===== config.mk =====
export PLATFORM = sky130hd
export DESIGN_NAME = rr_free_list_ckpt
export DESIGN_NICKNAME = d
export VERILOG_FILES = /design/src/rtl/rr_free_list_ckpt.sv
export SDC_FILE = /design/constraint.sdc
export NUM_CORES = 1
export LEC_CHECK = 0
export ABC_AREA = 1
export ABC_CLOCK_PERIOD_IN_PS = 16510
export BUFFER_PORTS_ARGS = -buffer_cell sky130_fd_sc_hd__clkbuf_2
export CAP_MARGIN = 10
export CORE_ASPECT_RATIO = 2
export CORE_UTILIZATION = 25
export CTS_CLUSTER_DIAMETER = 100
export DETAILED_ROUTE_END_ITERATION = 16
export SLEW_MARGIN = 40
export SYNTH_ARGS = -nofsm -noshare
export SYNTH_HDL_FRONTEND = slang
export SYNTH_SLANG_ARGS = --single-unit

===== constraint.sdc =====
create_clock -name clk -period 16.51 [get_ports clk]
set_input_delay 1.651 -clock clk [delete_from_list [all_inputs] [get_ports clk]]
set_output_delay 1.651 -clock clk [all_outputs]
set_load 0.02 [all_outputs]

===== src/rtl/rr_free_list_ckpt.sv =====
// rr_free_list_ckpt: multi-lane physical register free list with branch
// checkpoints for the rename stage.
// Ports: alloc_req/alloc_ok/alloc_preg hand out free pregs (0-cycle),
// rel_en/rel_preg return committed pregs, ckpt_en/ckpt_id snapshot the
// allocation pointer, rec_en/rec_ckpt_id restore it, free_cnt is the
// registered free count, rec_err flags a restore from an empty slot.
module rr_free_list_ckpt #(
  parameter int P_REGISTERS = 64,
  parameter int L_REGISTERS = 32,
  parameter int C_NUM       = 4,
  parameter int INSTR_COUNT = 2,
  localparam int PW    = $clog2(P_REGISTERS),
  localparam int DEPTH = P_REGISTERS - L_REGISTERS,
  localparam int CW    = (C_NUM > 1) ? $clog2(C_NUM) : 1,
  localparam int NW    = $clog2(DEPTH + 1)
) (
  input  logic                      clk,
  input  logic                      rst,
  input  logic [INSTR_COUNT-1:0]    alloc_req,
  output logic                      alloc_ok,
  output logic [INSTR_COUNT*PW-1:0] alloc_preg,
  input  logic [INSTR_COUNT-1:0]    rel_en,
  input  logic [INSTR_COUNT*PW-1:0] rel_preg,
  input  logic                      ckpt_en,
  input  logic [CW-1:0]             ckpt_id,
  input  logic                      rec_en,
  input  logic [CW-1:0]             rec_ckpt_id,
  output logic [NW-1:0]             free_cnt,
  output logic                      rec_err
);

  localparam int AW = (DEPTH > 1) ? $clog2(DEPTH) : 1;
  localparam logic [NW:0] DEP = (NW+1)'(DEPTH);

  typedef logic [AW-1:0] ptr_t;

  logic [PW-1:0]    mem [DEPTH];
  ptr_t             head;
  ptr_t             tail;
  logic             head_wrap;
  logic             tail_wrap;
  logic [NW-1:0]    cnt;
  logic [C_NUM-1:0] ck_valid;
  ptr_t             ck_head [C_NUM];
  logic [C_NUM-1:0] ck_wrap;

  // (p + n) mod DEPTH by compare-subtract; n never exceeds DEPTH
  function automatic ptr_t idx_add(input ptr_t p, input logic [NW-1:0] n);
    logic [NW:0] s;
    s = (NW+1)'(p) + (NW+1)'(n);
    if (s >= DEP) s = s - DEP;
    return AW'(s);
  endfunction

  function automatic logic carry(input ptr_t p, input logic [NW-1:0] n);
    return ((NW+1)'(p) + (NW+1)'(n)) >= DEP;
  endfunction

  logic [NW-1:0] nreq;
  logic [NW-1:0] nrel;
  ptr_t          wr_idx [INSTR_COUNT];
  logic [NW:0]   cnt_sum;
  logic [NW:0]   rec_diff;
  logic          rec_hit;
  ptr_t          head_n;
  logic          head_wrap_n;
  ptr_t          tail_n;
  logic          tail_wrap_n;
  logic [NW-1:0] cnt_n;

  always_comb begin
    nreq       = '0;
    nrel       = '0;
    alloc_preg = '0;
    for (int i = 0; i < INSTR_COUNT; i++) begin
      wr_idx[i] = idx_add(tail, nrel);
      if (alloc_req[i]) begin
        alloc_preg[i*PW +: PW] = mem[idx_add(head, nreq)];
        nreq = nreq + NW'(1);
      end
      if (rel_en[i]) nrel = nrel + NW'(1);
    end

    alloc_ok = !rec_en && (nreq <= cnt);
    cnt_sum  = {1'b0, cnt}
             - (alloc_ok ? {1'b0, nreq} : '0)
             + {1'b0, nrel};

    tail_n      = idx_add(tail, nrel);
    tail_wrap_n = tail_wrap ^ carry(tail, nrel);

    // Wrap bits separate "pointers equal, empty" from
    // "pointers equal, full" when rebuilding cnt.
    if (tail_wrap_n == ck_wrap[rec_ckpt_id])
      rec_diff = (NW+1)'(tail_n) - (NW+1)'(ck_head[rec_ckpt_id]);
    else
      rec_diff = (NW+1)'(tail_n) + DEP
               - (NW+1)'(ck_head[rec_ckpt_id]);

    rec_hit     = rec_en && ck_valid[rec_ckpt_id];
    head_n      = head;
    head_wrap_n = head_wrap;
    cnt_n       = (cnt_sum > DEP) ? NW'(DEP) : NW'(cnt_sum);

    if (alloc_ok) begin
      head_n      = idx_add(head, nreq);
      head_wrap_n = head_wrap ^ carry(head, nreq);
    end
    if (rec_hit) begin
      head_n      = ck_head[rec_ckpt_id];
      head_wrap_n = ck_wrap[rec_ckpt_id];
      cnt_n       = (rec_diff > DEP) ? NW'(DEP) : NW'(rec_diff);
    end
  end

  always_ff @(posedge clk or posedge rst) begin
    if (rst) begin
      for (int i = 0; i < DEPTH; i++)
        mem[i] <= PW'(L_REGISTERS + i);
      head      <= '0;
      tail      <= '0;
      head_wrap <= 1'b0;
      // full list: tail sits one lap ahead of head
      tail_wrap <= 1'b1;
      cnt       <= NW'(DEPTH);
      ck_valid  <= '0;
      ck_wrap   <= '0;
      for (int c = 0; c < C_NUM; c++)
        ck_head[c] <= '0;
      rec_err   <= 1'b0;
    end else begin
      for (int i = 0; i < INSTR_COUNT; i++)
        if (rel_en[i])
          mem[wr_idx[i]] <= rel_preg[i*PW +: PW];
      head      <= head_n;
      head_wrap <= head_wrap_n;
      tail      <= tail_n;
      tail_wrap <= tail_wrap_n;
      cnt       <= cnt_n;
      rec_err   <= rec_en && !ck_valid[rec_ckpt_id];
      if (ckpt_en && !rec_en) begin
        ck_valid[ckpt_id] <= 1'b1;
        ck_head[ckpt_id]  <= head_n;
        ck_wrap[ckpt_id]  <= head_wrap_n;
      end
    end
  end

  assign free_cnt = cnt;

  rel_overflow: assert property (
    @(posedge clk) disable iff (rst) cnt_sum <= DEP
  );

endmodule


**Yosys cells after proc, flatten, opt, wreduce, memory -nomap -nowiden**

Cells that the tools add are included.

- Output and inout port bits: 20
- Memories kept: 0
- Bits of input ports: 24
- Register bits after elaboration: 239
- Bits in read-only memories: 0
- Latch bits: 0
- Logic and storage cells: 152
- Bits in writable memories: 0

- Multiply operators: 0
- Equality and inequality tests: 1
- Shifts and indexed selects: 0
- Div/mod/pow operators: 0
- Bitwise operators: 9
- $lt $le $gt $ge: 21
- Add/subtract/negate cells: 17
- Reductions and logical operators: 10
- Multiplexer cells: 50

Operators by type and width:

| operator | number |
|---|---|
| $bwmux W192 | 2 |
| $mux W192 | 2 |
| $mux W6 | 14 |
| $mux W5 | 13 |
| $bmux W6 S5 | 2 |
| $demux W6 S5 | 2 |
| $ge A6 B6 Y1 const B | 6 |
| $sub A5 B1 Y5 const B | 6 |
| $not A5 Y6 | 4 |
| $bwmux W20 | 1 |
| $add A5 B6 Y7 | 2 |
| $ge A7 B6 Y1 const B | 2 |
| $gt A7 B6 Y1 const B | 2 |
| $add A5 B1 Y6 | 2 |
| $add A6 B1 Y6 const B | 2 |
| $ge A5 B6 Y1 const B | 2 |
| $lt A6 B1 Y1 const B | 2 |
| $bmux W5 S2 | 1 |
| $demux W5 S2 | 1 |
| $logic_and A1 B1 Y1 | 8 |
| $add A5 B6 Y7 const B | 1 |
| $add A7 B6 Y7 | 1 |
| $mux W1 | 7 |
| $mux W7 | 1 |
| other kinds (16) | 22 |

**Logic depth before layout (Yosys ltp)**

Gate-level depths: netlist of the first run.

- Depth after elaboration: 12
- Depth in mapped cells: 21
- Mapped depth without buffers: 21

**Worst setup path after synthesis of the first run**

No wires, ideal clock.

- Path type: in2out
- From: in alloc_req[0]
- To: out alloc_preg[7]
- Slack: 11.454 ns
- Stages: 12
- Path buffers: 2
- Arrival time: 3.405 ns
- Required time: 14.859 ns
- Cells stage by stage: ha_1 > ha_1 > clkbuf_1 > clkinv_1 > clkbuf_1 > nand3_1 > nand3_1 > nand3_1 > nand2_1 > nand2_1 > nand2_1 > nor2_1

- Cells in the longest elaborated chain, start to end: 10
- Elaborated cells on any way between the ends: 11
- Those cells by class: add/sub: 2; order compare: 1; mux: 7; bitwise: 1

Ends and longest elaborated chain:

| item | RTL line | source |
|---|---|---|
| start, declared | 19 | `input logic [INSTR_COUNT-1:0] alloc_req,` |
| $mux W1 * | 77 | `if (alloc_req[i]) begin` |
| $add A5 B1 Y6 * | 50 | `s = (NW+1)'(p) + (NW+1)'(n);` |
| $sub A5 B1 Y5 or $ge A6 B6 Y1 (tied branches) | 51 | `if (s >= DEP) s = s - DEP;` |
| $mux W5 * | 51 |  |
| $mux W5 * | 77 |  |
| $not A5 Y6 (not written as such) * | 78 | `alloc_preg[i*PW +: PW] = mem[idx_add(head, nreq)];` |
| $bmux W6 S5 * | 78 |  |
| $mux W6 (not written as such) * (2 in series) | 78 |  |
| $mux W6 * | 77 |  |
| end, declared | 21 | `output logic [INSTR_COUNT*PW-1:0] alloc_preg,` |

Every way passes the cells marked *; elsewhere a longest branch is shown, timed or not. The select of a mux whose other input is x is not followed.

**Final worst setup path of the first run**

- From: in alloc_req[0]
- To: out alloc_preg[6]

Same word-level chain as after synthesis.

==> results of run 1 <==
-- worst max-delay path, stage by stage --
cell and delay (ns):
clkbuf_2 0.19, ha_4 0.21, ha_2 0.30, buf_4 0.65, clkinv_1 0.85, a21oi_1 0.33
o21ai_0 0.12, nand3_1 0.10, nand3_1 0.08, a21oi_1 0.30, nor2_1 0.16, clkbuf_2 0.19
-- cell type report --
cell class | count | area [µm²]
clock inverters | 9 | 51.3
repair buffers | 80 | 497
well taps | 798 | 998
fillers | 6975 | 46100
clock buffers | 31 | 646
multi-input cells | 1825 | 8750
inverters | 156 | 602
flip-flops and latches | 239 | 6130
-- worst max path at each step --
stage | startpoint | to | slack (ns) | cells past startpoint
floorplan | rst | ck_head[0] | 8.49 | 1
global placement | alloc_req[0] | alloc_preg[6] | 9.79 | 12
detailed placement | alloc_req[0] | alloc_preg[6] | 9.77 | 12
CTS | alloc_req[0] | alloc_preg[6] | 9.77 | 12
global route | alloc_req[0] | alloc_preg[6] | 9.53 | 12
finish | alloc_req[0] | alloc_preg[6] | 9.69 | 12
-- flip-flops by register name, summed over array words and instances (netlist names) --
signal / count
tail: 5
ck_head: 20
head: 5
tail_wrap: 1
mem: 192
rec_err: 1
head_wrap: 1
ck_wrap: 4
ck_valid: 4
free_cnt: 6
-- stage by stage --
step / hold slack (ns) / instance area, µm² / utilization
2_1_floorplan: 0.434 / 16100 / -
6_report: 0.472 / 17700 / 0.277
3_5_place_dp: 0.459 / 17000 / 0.266
3_3_place_gp: 0.451 / 16900 / 0.266
5_1_grt: 0.488 / 17700 / 0.277
4_1_cts: 0.476 / 17700 / 0.277
-- placed cells by master, fill, tap and decap left out, drive strengths merged, types with 3 or more instances in the layout --
cell    instances
a21oi         128
a32o            3
and2            5
buf            37
clkbuf         74
clkinv         12
dfrtp         125
dfstp         114
fa              4
ha             26
inv           153
nand2         750
nand3         176
nand3b          7
nand4          10
nor2           79
nor3           27
o211ai         31
o21ai         552
o22ai           7
or2             5
xor2           14
-- routing by layer --
metal  track usage  vias to the layer above
met5             0                        -
met2         0.360                      665
met4         0.200                        0
met3        0.0245                      275
met1         0.192                     7457
li1              -                     7791
-- Yosys cell counts (10+ instances only) --
cell	count
nand2_1	748
xor2_1	12
dfstp_2	114
o211ai_1	31
o21ai_1	111
nor3_1	16
buf_2	30
inv_1	149
nor2_1	78
ha_1	26
nor3_2	11
dfrtp_1	125
nand3_1	175
clkbuf_1	146
a21oi_1	128
o21ai_0	441
nand4_1	10
-- cell families (layout without fill, tap and decap cells) --
group / Yosys count / after routing / synth area share
AOI/OAI and AO/OA: 721 / 721 / 0.230
DFF: 239 / 239 / 0.380
and+or+nand+nor: 1059 / 1059 / 0.272
adders and majority gates: 30 / 30 / 0.0251
xor gates and xnor gates: 15 / 15 / 0.0116
buffers and inverters: 339 / 276 / 0.0817
-- where the power goes --
group          switching, W  internal [W]  leakage [nW]
clock              0.000255      0.000275         0.354
combinational       0.00150      0.000693          4.52
sequential         0.000255      0.000935          2.76
total               0.00201       0.00190          7.63
==> results by group, run 1 <==
Place
  – Post-place setup slack: 9.77 ns
  – DP HPWL: 46.4 mm
  – Routability cong.: 0.957
  – IO Port Bufs: 43
  – DP Cell Count: 3098

STA
  – Minimum clock period: 6.82 ns
  – Fin. Hold Viols: 0
  – Final WS setup: 9.69 ns
  – RSZ-0062 raised after global routing: false
  – Final worst path period share: 0.413
  – Final Slew Violations: 0
  – Peak Freq: 147 MHz
  – Final setup TNS: 0 ns
  – Final setup violation count: 0
  – Slew @ Worst Pin: 0.888 ns
  – Worst slew margin: 0.405
  – Fin Clk Skew: 0.0209 ns

Clock network
  – Clk root buf: clkbuf_16
  – Postcts setup bufs: 0
  – Clock Latency Late Sink: 0.57 ns
  – H-tree depth: 1
  – CTS sink cnt: 239
  – Post-cts sizing count: 0
  – CTS tree: yes
  – Max Buffers Root-to-Sink: 3
  – Clock Pin Slew Worst Setup and Hold Paths: 0.06 ns
  – CTS Hold Bufs: 0
  – Num CTS Buffers: 22

Final layout
  – Share of layout cells above drive strength 1: 0.117
  – Net count reported at finish: 2378
  – P&R area growth vs syn: 9.60%
  – # diodes: 0
  – Cell Count, Final, Fillers Out: 3138

Min path
  – Hold Path Class: reg -> reg
  – Hold Path End: ck_valid[2]
  – Cells on Worst Hold Path: 1
  – Hold path startpoint: ck_valid[2]

Routing
  – DR WL met3: 3.33 mm
  – Max Used Layer: met4
  – Wire length per cell: 20.9 µm
  – DR WL met2: 33.1 mm
  – Final routed DRC violation total: 0
  – Final Routed Wirelength: 65.7 mm
  – Wl on met1: 21.9 mm
  – First-pass iteration count of the detailed router: 6
  – Initial DRC Count: 1175
  – Final ANT Viol Nets: 0
  – Vias/cell: 5.16
  – Via Count: 16188

Critical path
  – Reg2reg end: free_cnt[1]
  – Reg2Reg Depth: 18
  – WP data required: 14.86 ns
  – Critical path endpoint category: output pin
  – WP data arrival: 5.17 ns
  – FF-to-FF Start: free_cnt[2]
  – FF-to-FF setup slack: 13.08 ns
  – Crit start category: input pin
  – CP Max Fanout: 71
  – Critical path class: in -> out

Synthesis
  – Mapped Area: 16100 µm²
  – Cell variety after synth: 33
  – Area leader, netlist: dfrtp_1
  – Synth Flop Type: dfrtp_1
  – Sequential area share after synthesis: 0.380
  – YS warnings: 0
  – Mapped Cells: 2403
  – Post-synth EDFFs: 0
  – Synthesized Nets: 2457
  – Post-synth ARST share: 1.00
  – Mean post-synth cell area: 6.71 µm²
  – Largest cells by area after synthesis: dfrtp_1, dfstp_2, nand2_1
  – Number of synthesized register bits: 239
  – Post-synth top area share: 0.194

Power and ir drop
  – VDD IR max: 0.111 mV
  – Power per cell area: 221 nW/µm²
  – Leakage power total: 7.63 nW
  – Final Power: 0.00391 W

Die
  – Io pins: 44
  – Starting Density: 0.253
  – Die X-Extent: 182 µm
  – Die Height: 361 µm
  – Die area: 65600 µm²
  – Core footprint: 63800 µm²
  – Placement row count: 131

GRT
  – Initial antenna violation count: 0
  – Gr usage total: 0.200
  – GRT overflow: 0
  – First-pass GRT wire length: 97.7 mm
  – Vias in the first global route: 15579
  – Pin count of the biggest net entering global routing: 124

Flow run
  – Max-Cap Viols: 0

Status
  – Outcome: finished, final reports clean
Power figures use the tool's default switching activity.
==> inputs of run 2 (changes only) <==
- ABC_CLOCK_PERIOD_IN_PS: 16510 -> 6900
- clock period: 16.51 -> 6.9 ns (I/O delays scaled with it)
==> run 2 against run 1 <==
  * Final area increased by 0.47%
  * Sequential share of layout area decreased by 0.16 points
  * First-iteration DRC count increased by 10%
  * Worst setup slack got worse by 7.7 ns
  * Combinational power increased by 140%
  * Global-route usage increased by 0.21 points
  * Critical path type is now reg -> out
  * Critical endpoint is now alloc_preg[4]
==> results by group, run 2 (same netlist as run 1, synthesis figures left out) <==
STA
  – Peak Freq: 204 MHz
  – Final setup violation count: 0 (unchanged)
  – Slew @ Worst Pin: 0.860 ns (-0.0282 ns)
  – Fin Clk Skew: 0.0130 ns (-0.00787 ns)
  – RSZ-0062 raised after global routing: false
  – Final worst path period share: 0.712
  – Final WS setup: 1.99 ns (-7.71 ns)
  – Final Slew Violations: 0 (unchanged)
  – Fin. Hold Viols: 0 (unchanged)
  – Worst slew margin: 0.427 (+0.0221)
  – Final setup TNS: 0 ns (unchanged)
  – Minimum clock period: 4.91 ns

Power and ir drop
  – VDD IR max: 0.286 mV (+160%)
  – P_sw: 0.00485 W (+140%)
  – Switching share of power: 0.514 (+0.000784)
  – Reg power frac: 0.311 (+0.007)
  – Int Pwr: 0.00458 W (+140%)
  – Leakage power total: 7.64 nW (+0.15%)
  – Power per cell area: 531 nW/µm² (+140%)
  – Clock power frac: 0.136 (about the same)
  – Logic pwr share: 0.553 (-0.008)

Status
  – Outcome: finished, final reports clean

Die
  – Io pins: 44 (unchanged)
  – Starting Density: 0.253 (unchanged)
  – Die area: 65600 µm² (unchanged)
  – Die Height: 361 µm (unchanged)
  – Placement row count: 131 (unchanged)
  – Core footprint: 63800 µm² (unchanged)
  – Die X-Extent: 182 µm (unchanged)

Routing
  – Final routed DRC violation total: 0 (unchanged)
  – First-pass iteration count of the detailed router: 6 (unchanged)
  – Vias/cell: 5.15 (-0.10%)
  – Final ANT Viol Nets: 0 (unchanged)
  – Via Count: 16187 (-0.0062%)
  – Initial DRC Count: 1297 (+10%)
  – Wire length per cell: 21.3 µm (+1.6%)
  – Final Routed Wirelength: 66.8 mm (+1.7%)

Place
  – Post-place setup slack: 2.52 ns (-7.26 ns)
  – DP HPWL: 47.6 mm (+2.7%)
  – IO Port Bufs: 43 (unchanged)
  – Routability cong.: 1.01 (+5.9%)

Final layout
  – # diodes: 0 (unchanged)
  – Number of fill cells: 6966 (-0.13%)
  – Most frequent cells in the layout: nand2_1, o21ai_0, nand3_1
  – Footprint of the multi-input gates: 8770 µm² (+0.20%)
  – FF/Latch Area: 6130 µm² (unchanged)
  – Share of layout cells above drive strength 1: 0.119 (+0.00156)
  – Max reg flops: 192 (unchanged)
  – Most common cell after layout, fill and taps aside: nand2_1
  – Largest register by flop count: mem
  – P&R area growth vs syn: 10.1%
  – Net count reported at finish: 2381 (+0.13%)

Clock network
  – Postcts setup bufs: 0 (unchanged)
  – Clk root buf: clkbuf_16
  – Max Buffers Root-to-Sink: 3 (unchanged)
  – Clock Pin Slew Worst Setup and Hold Paths: 0.07 ns (about the same)
  – Post-cts sizing count: 0 (unchanged)
  – CTS Hold Bufs: 0 (unchanged)
  – CTS tree: yes
  – Clock Latency Late Sink: 0.57 ns (about the same)
  – H-tree depth: 1 (unchanged)
  – Num CTS Buffers: 22 (unchanged)
  – CTS sink cnt: 239 (unchanged)

GRT
  – Gr usage total: 0.202 (+0.00214)
  – Pin count of the biggest net entering global routing: 99 (-20%)
  – Vias in the first global route: 15564 (-0.096%)
  – First-pass GRT wire length: 98.6 mm (+0.92%)
  – GRT overflow: 0 (unchanged)
  – Initial antenna violation count: 0 (unchanged)

Flow run
  – Max-Cap Viols: 0 (unchanged)

Critical path
  – CP Max Fanout: 61 (-14%)
  – WP buf/inv: 4 (unchanged)
  – Crit start category: flop
  – WP data required: 6.21 ns (-8.65 ns)
  – Max incr delay on CP: 0.70 ns (-0.15 ns)
  – WP data arrival: 4.22 ns (-0.95 ns)
  – Top delay family on crit path: buffers and inverters
  – Cell Chain, Critical Path: buf_4 > clkinv_2 > buf_4 > a21oi_1 > o21ai_0 > o211ai_1 > nand3_1 > nand2_1 > nand2_1 > nor2_1 > clkbuf_2
  – Critical path class: reg -> out
  – Critical path endpoint category: output pin
  – Critical path's slowest cell: clkinv_2

Min path
  – Hold Path Class: in -> async
==> run 2: changes by cell type in the layout (fill, tap and decap cells not counted), sizes merged <==
cell / previous run / this run
inv: 153 / 148
clkbuf: 74 / 78
buf: 37 / 40
clkinvlp: 0 / 1
==> run 2: final cells by class <==
type | instances | share of cell area
inverter | 156 | 0.0333
sequential | 239 | 0.345
tap | 798 | 0.0562
multi-input combinational | 1825 | 0.494
clock inverter | 5 | 0.00226
clock buffer | 35 | 0.0383
timing repair buffer | 83 | 0.0311
==> run 2: path summary, 6_finish.rpt <==
check,startpoint,end,slack (ns),depth (start not counted)
min in group clk,ck_valid[1],ck_valid[1],0.48,1
worst min register to register,ck_valid[1],ck_valid[1],0.48,1
worst max register to register,free_cnt[2],free_cnt[2],3.55,19
worst max-delay path,head[0],alloc_preg[4],1.99,11
worst min-delay path,rst,tail[1],0.20,3
max in group asynchronous,rst,mem[138],5.49,4
==> run 2: power groups by stage <==
stage                     clock network (W)  registers (W)  logic [W]
after floorplan                           0        0.00256    0.00370
after detailed placement                  0        0.00293    0.00510
final                               0.00128        0.00294    0.00521
after global placement                    0        0.00293    0.00506
after global routing                0.00135        0.00299    0.00579
after CTS                           0.00131        0.00291    0.00512
==> run 2: worst register-to-register path: cells and delay by family (launching register included) <==
family	cells	cell delay, ns
XOR/XNOR	1	0.19
adder cells (fa/ha/maj)	3	1.15
buffers and inverters	4	0.35
flip-flops	1	0.42
AND/OR/NAND/NOR	11	1.18
==> run 2: routing by layer <==
metal / track usage / part of all wire / vias up
li1: - / - / 7802
met1: 0.187 / 0.32 / 7472
met2: 0.371 / 0.51 / 634
met3: 0.0268 / 0.054 / 279
met4: 0.204 / 0.11 / 0
met5: 0 / 0 / -
==> run 2: per-stage QoR <==
step | hold WS (ns) | instance area (µm²) | util | total power [W] | cells
floorplan | 0.434 | 16100 | - | 0.00626 | 2403
global placement | 0.452 | 17000 | 0.266 | 0.00798 | 3100
finish | 0.199 | 17800 | 0.278 | 0.00943 | 3141
detailed placement | 0.459 | 17000 | 0.267 | 0.00803 | 3101
global route | 0.233 | 17800 | 0.278 | 0.0101 | 3141
CTS | 0.199 | 17700 | 0.278 | 0.00935 | 3141
